**config.mk**
```make
export PLATFORM = sky130hd
export DESIGN_NAME = lr_expand
export DESIGN_NICKNAME = d
export VERILOG_FILES = /design/src/rtl/lr_expand.sv
export SDC_FILE = /design/constraint.sdc
export NUM_CORES = 1
export LEC_CHECK = 0
export CORE_UTILIZATION = 50
export CTS_CLUSTER_SIZE = 8
export DETAILED_ROUTE_END_ITERATION = 10
export PLACE_DENSITY = 0.79
export SLEW_MARGIN = 20
export SYNTH_ARGS = -nofsm -noshare
export SYNTH_HDL_FRONTEND = slang
export SYNTH_SLANG_ARGS = --single-unit
```
**constraint.sdc**
```tcl
create_clock -name clk -period 7.6 [get_ports clk]
set_clock_uncertainty 0.15 [all_clocks]
set_input_delay 1.14 -clock clk [delete_from_list [all_inputs] [get_ports clk]]
set_output_delay 1.14 -clock clk [all_outputs]
set_load 0.02 [all_outputs]
```
**src/rtl/lr_expand.sv**
```systemverilog
// Expands one compressed check-to-variable word into six signed per-edge
// messages, emitted serially one edge per cycle over a valid/ready stream.
module lr_expand #(
  parameter int D_WID   = 8,
  parameter int CNT_WID = 16
) (
  input  logic                 clk,
  input  logic                 reset,
  input  logic                 lr_valid,
  output logic                 lr_ready,
  input  logic [2*D_WID+9:0]   lr_in,
  input  logic                 lr_zero,
  output logic                 msg_valid,
  input  logic                 msg_ready,
  output logic [D_WID-1:0]     msg_out,
  output logic [2:0]           msg_idx,
  output logic                 msg_last,
  output logic [CNT_WID-1:0]   word_cnt,
  output logic                 loc_err,
  input  logic                 err_clr
);

  localparam int W = 2*D_WID+10;

  typedef enum logic {IDLE = 1'b0, SEND = 1'b1} state_t;

  state_t             state_r, state_n;
  logic [2:0]         idx_r, idx_n;
  logic [W-1:0]       hold_r, hold_n;
  logic               zero_r, zero_n;
  logic               capture_s, cnt_inc_s, ready_s;
  logic               msg_valid_r, msg_last_r, loc_err_r;
  logic [D_WID-1:0]   msg_out_r;
  logic [2:0]         msg_idx_r;
  logic [CNT_WID-1:0] word_cnt_r;

  // Edge k takes the second minimum only at the least location; an out-of-range
  // location (6/7) never matches, so every edge then takes the least magnitude.
  function automatic logic [D_WID-1:0] expand_edge(input logic [W-1:0] w,
                                                   input logic       z,
                                                   input logic [2:0] k);
    logic [D_WID-1:0] mag;
    logic [D_WID-1:0] lim;
    logic [5:0]       s;
    logic             neg;
    s   = w[5:0];
    mag = (w[9:7] == k) ? w[D_WID+9:10] : w[2*D_WID+9:D_WID+10];
    lim = mag[D_WID-1] ? {1'b0, {(D_WID-1){1'b1}}} : mag;
    neg = s[3'd5 - k] ^ w[6];
    return z ? {D_WID{1'b0}}
             : (neg ? (~lim + {{(D_WID-1){1'b0}}, 1'b1}) : lim);
  endfunction

  // State register
  always_ff @(posedge clk) begin
    if (reset) state_r <= IDLE;
    else       state_r <= state_n;
  end

  // Next-state, edge index and handshake decode
  always_comb begin
    state_n   = state_r;
    idx_n     = idx_r;
    capture_s = 1'b0;
    cnt_inc_s = 1'b0;
    ready_s   = 1'b0;
    case (state_r)
      IDLE: begin
        ready_s = 1'b1;
        if (lr_valid) begin
          capture_s = 1'b1;
          idx_n     = 3'd0;
          state_n   = SEND;
        end else begin
          state_n   = IDLE;
        end
      end
      SEND: begin
        if (msg_ready) begin
          if (idx_r == 3'd5) begin
            ready_s   = 1'b1;
            cnt_inc_s = 1'b1;
            if (lr_valid) begin
              capture_s = 1'b1;
              idx_n     = 3'd0;
            end else begin
              state_n   = IDLE;
            end
          end else begin
            idx_n = idx_r + 3'd1;
          end
        end else begin
          idx_n = idx_r;
        end
      end
      default: begin
        state_n = IDLE;
      end
    endcase
  end

  assign lr_ready = ready_s & ~reset;
  assign hold_n   = capture_s ? lr_in   : hold_r;
  assign zero_n   = capture_s ? lr_zero : zero_r;

  // Hold register, registered message outputs, counter and sticky error
  always_ff @(posedge clk) begin
    if (reset) begin
      hold_r      <= {W{1'b0}};
      zero_r      <= 1'b0;
      idx_r       <= 3'd0;
      msg_valid_r <= 1'b0;
      msg_out_r   <= {D_WID{1'b0}};
      msg_idx_r   <= 3'd0;
      msg_last_r  <= 1'b0;
      word_cnt_r  <= {CNT_WID{1'b0}};
      loc_err_r   <= 1'b0;
    end else begin
      hold_r      <= hold_n;
      zero_r      <= zero_n;
      idx_r       <= idx_n;
      msg_valid_r <= (state_n == SEND);
      msg_idx_r   <= idx_n;
      msg_last_r  <= (state_n == SEND) && (idx_n == 3'd5);
      msg_out_r   <= (state_n == SEND) ? expand_edge(hold_n, zero_n, idx_n)
                                       : {D_WID{1'b0}};
      word_cnt_r  <= word_cnt_r + {{(CNT_WID-1){1'b0}}, cnt_inc_s};
      if (capture_s && (lr_in[9:7] > 3'd5)) begin
        loc_err_r <= 1'b1;
      end else if (err_clr) begin
        loc_err_r <= 1'b0;
      end else begin
        loc_err_r <= loc_err_r;
      end
    end
  end

  assign msg_valid = msg_valid_r;
  assign msg_out   = msg_out_r;
  assign msg_idx   = msg_idx_r;
  assign msg_last  = msg_last_r;
  assign word_cnt  = word_cnt_r;
  assign loc_err   = loc_err_r;

endmodule

```
Yosys cells after proc, flatten, opt, wreduce, memory -nomap -nowiden
Index checks and enable logic that the tools add are counted.
Storage, ports and cells
  register bits after elaboration: 57
  logic and storage cells: 51
Operators by class
  magnitude comparators: 2
  eq/ne operators: 3
  muxes and demuxes: 24
  bitwise operators: 6
  add/sub/neg operators: 4
  reductions and logical operators: 4
Operators with widths (count)
  2-to-1 mux 26 bit: 1
  adder 16 x 1 -> 16 bit: 1
  2-to-1 mux 8 bit: 2
  2-to-1 mux 1 bit: 12
  2-to-1 mux 3 bit: 3
  adder 8 x 1 -> 8 bit, second input constant: 1
  NOT 7 -> 8 bit: 1
  2-to-1 mux 7 bit: 1
  equality test 3 bit, second input constant: 2
  one-hot mux 1 bit (2 select lines): 3
  one-hot mux 3 bit (2 select lines): 1
  less-than comparator 3 x 4 -> 1 bit, second input constant: 1
  adder 3 x 1 -> 3 bit, second input constant: 1
  binary-select mux 1 bit (select 3 bit): 1
  equality test 3 bit: 1
  greater-than comparator 3 bit, second input constant: 1
  NOT 1 bit: 3
  OR reduction 3 bit: 1
  subtractor 3 bit, first input constant: 1
  logical AND 1 bit: 2
  nonzero test 2 bit: 1
  bitwise AND 1 bit: 1
  bitwise XOR 1 bit: 1

Longest topological paths before layout
  word-level depth: 11
  depth in mapped cells: 17

Least setup slack after synthesis
OpenSTA, ideal clock, no wires.
  kind: in2reg
  from: input msg_ready
  to: register msg_out_r[7] (netlist: msg_out[7])
  path slack: 3.297 ns
  cell stages on the path: 15
  arrival: 4.062 ns
  cell sequence: nand3_2 > a21bo_2 > clkbuf_1 > clkbuf_1 > clkbuf_1 > nand3_1 > ha_1 > nand2_1 > a21oi_1 > mux2i_1 > a21o_1 > a21oi_1 > nor3b_1 > nor2_1 > a311oi_1
Between the ends
  longest elaborated chain between the ends: 9
  elaborated cells between the ends (all ways): 20
  classes of those cells: 2 x add/sub; 1 x eq/ne; 13 x mux; 3 x bitwise; 1 x reduce/logical
Ends and longest elaborated chain
  start, declared: line 14  | input logic msg_ready,
  2-to-1 mux 1 bit: line 79  | if (msg_ready) begin
  one-hot mux 1 bit (2 select lines): line 67  | case (state_r)
  2-to-1 mux 26 bit: line 103  | assign hold_n = capture_s ? lr_in : hold_r;
  equality test 3 bit: line 47  | mag = (w[9:7] == k) ? w[D_WID+9:10] : w[2*D_WID+9:D_WID+10];
  2-to-1 mux 8 bit: line 47
  2-to-1 mux 7 bit: line 48  | lim = mag[D_WID-1] ? {1'b0, {(D_WID-1){1'b1}}} : mag;
  NOT 7 -> 8 bit: line 51  | : (neg ? (~lim + {{(D_WID-1){1'b0}}, 1'b1}) : lim);
  adder 8 x 1 -> 8 bit: line 51
  2-to-1 mux 8 bit: line 51
  end signal, assigned: line 113  | msg_out_r <= {D_WID{1'b0}};
  end signal, assigned: line 125  | msg_out_r <= (state_n == SEND) ? expand_edge(hold_n, zero_n, idx_n)
  end, declared: line 33  | logic [D_WID-1:0] msg_out_r;
Parallel ways exist; a longest one is shown, timed or not. The select of a mux whose other input is x is not followed.
A chain may end at the register's enable or synchronous reset.

Worst setup path in the final report
  from: input msg_ready
  to: register msg_out_r[6] (netlist: msg_out[6])
The elaborated chain is that of the path after synthesis.

==> impl_metrics.csv <==
group,metric,value,unit
floorplan,initial_core_util,52.2,%
cells_and_area,fill_cells,453,
synth,synth_top_family_by_area,"simple AND/OR/NAND/NOR gates",
floorplan,die_area,6060,µm²
clock_tree,postCtsSetupBuffers,0,
pwr,clock_power_share,38.8,%
clock_tree,clk_latency,330,ps
critical_path,startpoint_type,"input port",
floorplan,core_area,5510,µm²
route,ant_nets,0,
synth,synth_nets,383,
pwr,power_frac_comb,20.1,%
critical_path,r2r-start,"msg_idx[1]$_SDFF_PP0_",
route,drcViolationCount,0,
pwr,fin_total_pwr,0.781,mW
cells_and_area,seq_area,1140,µm²
critical_path,crit_fanout,32,
critical_path,crit_buf_inv,2,
critical_path,crit_start,"msg_ready",
sta,setup_viol,0,
sta,relSlewSlack,43.3,%
pwr,p_sw,0.215,mW
route,wl_per_cell,13.5,µm
critical_path,cp_common_cell,"mux2i_1",
synth,synth_cell_type_count,51,
sta,hold_violations,0,
synth,yosys.area_share.simple,24.7,%
clock_tree,numCtsBuffers,9,
floorplan,die_w,77.8,µm
pwr,p_sw_share,27.5,%
cells_and_area,nets,443,
clock_tree,hold_buffers,0,
global_route,first_global_vias,2464,
sta,fmax,198,MHz
synth,synth_xor_area_share,5.49,%
sta,slew_viol_final,0,
global_route,grt.overflow.total,0,
global_route,antenna_found_initial,0,
hold_path,hold_start,"hold_r[20]$_SDFF_PP0_",
critical_path,crit_chain,"clkdlybuf4s50_1 > nand3_2 > a21boi_4 > mux2i_1 > xor2_1 > nor3_4 > mux2i_1 > nor2_1 > ha_1 > inv_1 > a211oi_1 > nand4_1 > o21ai_0 > mux2i_1",
clock_tree,clock_sinks,57,
pwr,p_seq_share,41.1,%
place,routabilityCongestion,0.855,
sta,period_share,66.3,%
route,totalWireLength,6.50,mm
synth,netlist_instances,345,
route,vias,2603,
global_route,grt_first_pass_wirelength,11.1,mm
route,drtIter0Drc,130,
clock_tree,clockBufferDepth,2,
synth,synth_edf_count,0,
critical_path,cp.arrival,5140,ps
critical_path,critPathTopFamily,"compound AO/OA/AOI/OAI gates",
synth,avgSynthCellArea,8.33,µm²
cells_and_area,drive_gt1_share,6.10,%
critical_path,cpMaxStageDelayCell,"a21boi_4",
synth,muxShareOfSynthArea,8.05,%
global_route,track_usage,23.3,%
cells_and_area,multiInputGateArea,1640,µm²
clock_tree,cts_tree,"built",
floorplan,num_rows,27,
clock_tree,clk_pin_slew,60,ps
clock_tree,root_buffer,"clkbuf_8",
synth,yosysWarnings,0,
critical_path,critPathKind,"in2reg",
pwr,p_leak,1.50,nW
synth,synth-compound-area-share,16.2,%
clock_tree,cts_resized,0,
sta,rsz0062_at_grt,"false",
critical_path,worstPathRequired,7700,ps
cells_and_area,diodes,0,
place,portBuffers,62,
clock_tree,htree_levels,3,
synth,synth_seq_cells,57,
sta,tightest_slew,848,ps
synth,synthArstFlopShare,0,%
critical_path,crit_path_end_kind,"flop",
sta,period_needed,5040,ps
place,dp.final_hpwl,4.53,mm
pwr,p_int,0.566,mW
sta,tns,0,ps
floorplan,io_pins,63,
synth,seq_area_frac_synth,39.7,%
synth,synth_fa_ha_area_share,2.61,%
status,status,"finished clean",
synth,synthFlopType,"dfxtp_1",
route,vias_per_cell,5.40,
global_route,grt_max_degree,50,
route,drtPass1Iterations,4,
critical_path,slowest_delay,700,ps
cells_and_area,area_growth,30.2,%
pwr,ir_drop,0.142,mV
pwr,p_per_area,209,nW/µm²
floorplan,die-height,77.8,µm
synth,syn-cell-area,2870,µm²
flow_run,cap_viol_max_count,0,
hold_path,holdCritPathClass,"reg2reg",
==> stage by stage <==
stage	setup slack, ps	hold WS [ps]	instances	utilization, %	area (µm²)
after global routing	2190	334	482	68.0	3740
after CTS	2600	308	482	68.0	3740
after global placement	2420	293	466	64.1	3530
after detailed placement	2270	299	466	64.1	3530
final	2560	307	482	68.0	3740
after floorplan	3300	286	345	-	2870
==> power by group through the flow <==
stage	sequential (mW)	combinational [mW]	clock [mW]
final	0.321	0.157	0.303
after floorplan	0.333	0.0982	0
after CTS	0.321	0.157	0.307
after detailed placement	0.328	0.155	0
after global placement	0.327	0.152	0
after global routing	0.323	0.176	0.321
==> worst min-delay path, delay by kind of cell, from the launching register on <==
| family | cells | cell delay (ps) |
|---|---|---|
| DFF | 1 | 310 |
| and+or+nand+nor | 1 | 50 |
| AOI/OAI and AO/OA | 1 | 50 |
==> sequential cells by signal, summed over array words and instances, names as in the netlist <==
signal	flops
loc_err	1
zero_r	1
msg_last	1
msg_out	8
msg_valid	1
word_cnt	16
msg_idx	3
hold_r	26
==> layout by cell type, fill, tap and decap left out, drive strengths merged, types with 5 or more instances in the layout <==
master	n
clkdlybuf4s50	62
nand3	10
ha	6
mux2i	22
nand2b	8
inv	9
xor2	14
nor3	7
a21oi	28
and3	5
dfxtp	57
nor2	44
clkbuf	10
o21ai	5
o31ai	6
nand2	54
==> cell usage after synthesis (3+ instances only) <==
cell	number	area [µm²]
ha_1	6	75.1
o31ai_1	6	45.0
nand2_1	53	199
o21ai_0	4	20.0
nor3_1	6	30.0
and3_1	5	31.3
a21oi_1	27	135
a21o_1	3	22.5
o211ai_1	3	22.5
xnor2_1	4	35.0
dfxtp_1	57	1140
and2_1	3	18.8
a211oi_1	3	22.5
nor2_1	44	165
mux2i_1	22	220
xor2_1	14	123
nor2b_1	3	18.8
nand3_1	9	45.0
clkbuf_1	11	41.3
nand2b_1	7	43.8
nor4_1	4	25.0
nand4_1	4	25.0
a32oi_1	3	26.3
nor3b_1	3	22.5
inv_1	9	33.8
==> cell families after synthesis <==
| logic type | Yosys count |
|---|---|
| AOI/OAI and AO/OA | 68 |
| and+or+nand+nor | 150 |
| adders and majority gates | 6 |
| xor gates and xnor gates | 18 |
| DFF | 57 |
| buffers and inverters | 23 |
| muxes | 23 |
==> final timing paths <==
kind	end	slack [ps]	depth (start not counted)
worst max-delay path	msg_out[6]$_SDFF_PP0_	2560	14
worst min-delay path	hold_r[20]$_SDFF_PP0_	310	2
worst max register to register	msg_out[6]$_SDFF_PP0_	3120	15
worst min register to register	hold_r[20]$_SDFF_PP0_	310	2
==> layout make-up <==
type / count / share of cell area, %
multi-input combinational: 265 / 43.8
sequential: 57 / 30.5
timing repair buffer: 63 / 16.8
clock buffer: 10 / 3.41
tap: 72 / 2.41
clock inverter: 6 / 2.21
inverter: 9 / 0.903
==> per-layer routing <==
layer | part of all wire (%) | up-vias | GRT usage (%)
li1 | - | 1324 | -
met1 | 45 | 1199 | 28.5
met2 | 48 | 68 | 38.7
met3 | 4.6 | 12 | 4.24
met4 | 2.2 | 0 | 12.5
met5 | 0 | - | 0
Note: power is estimated with default switching activity, not from simulation.
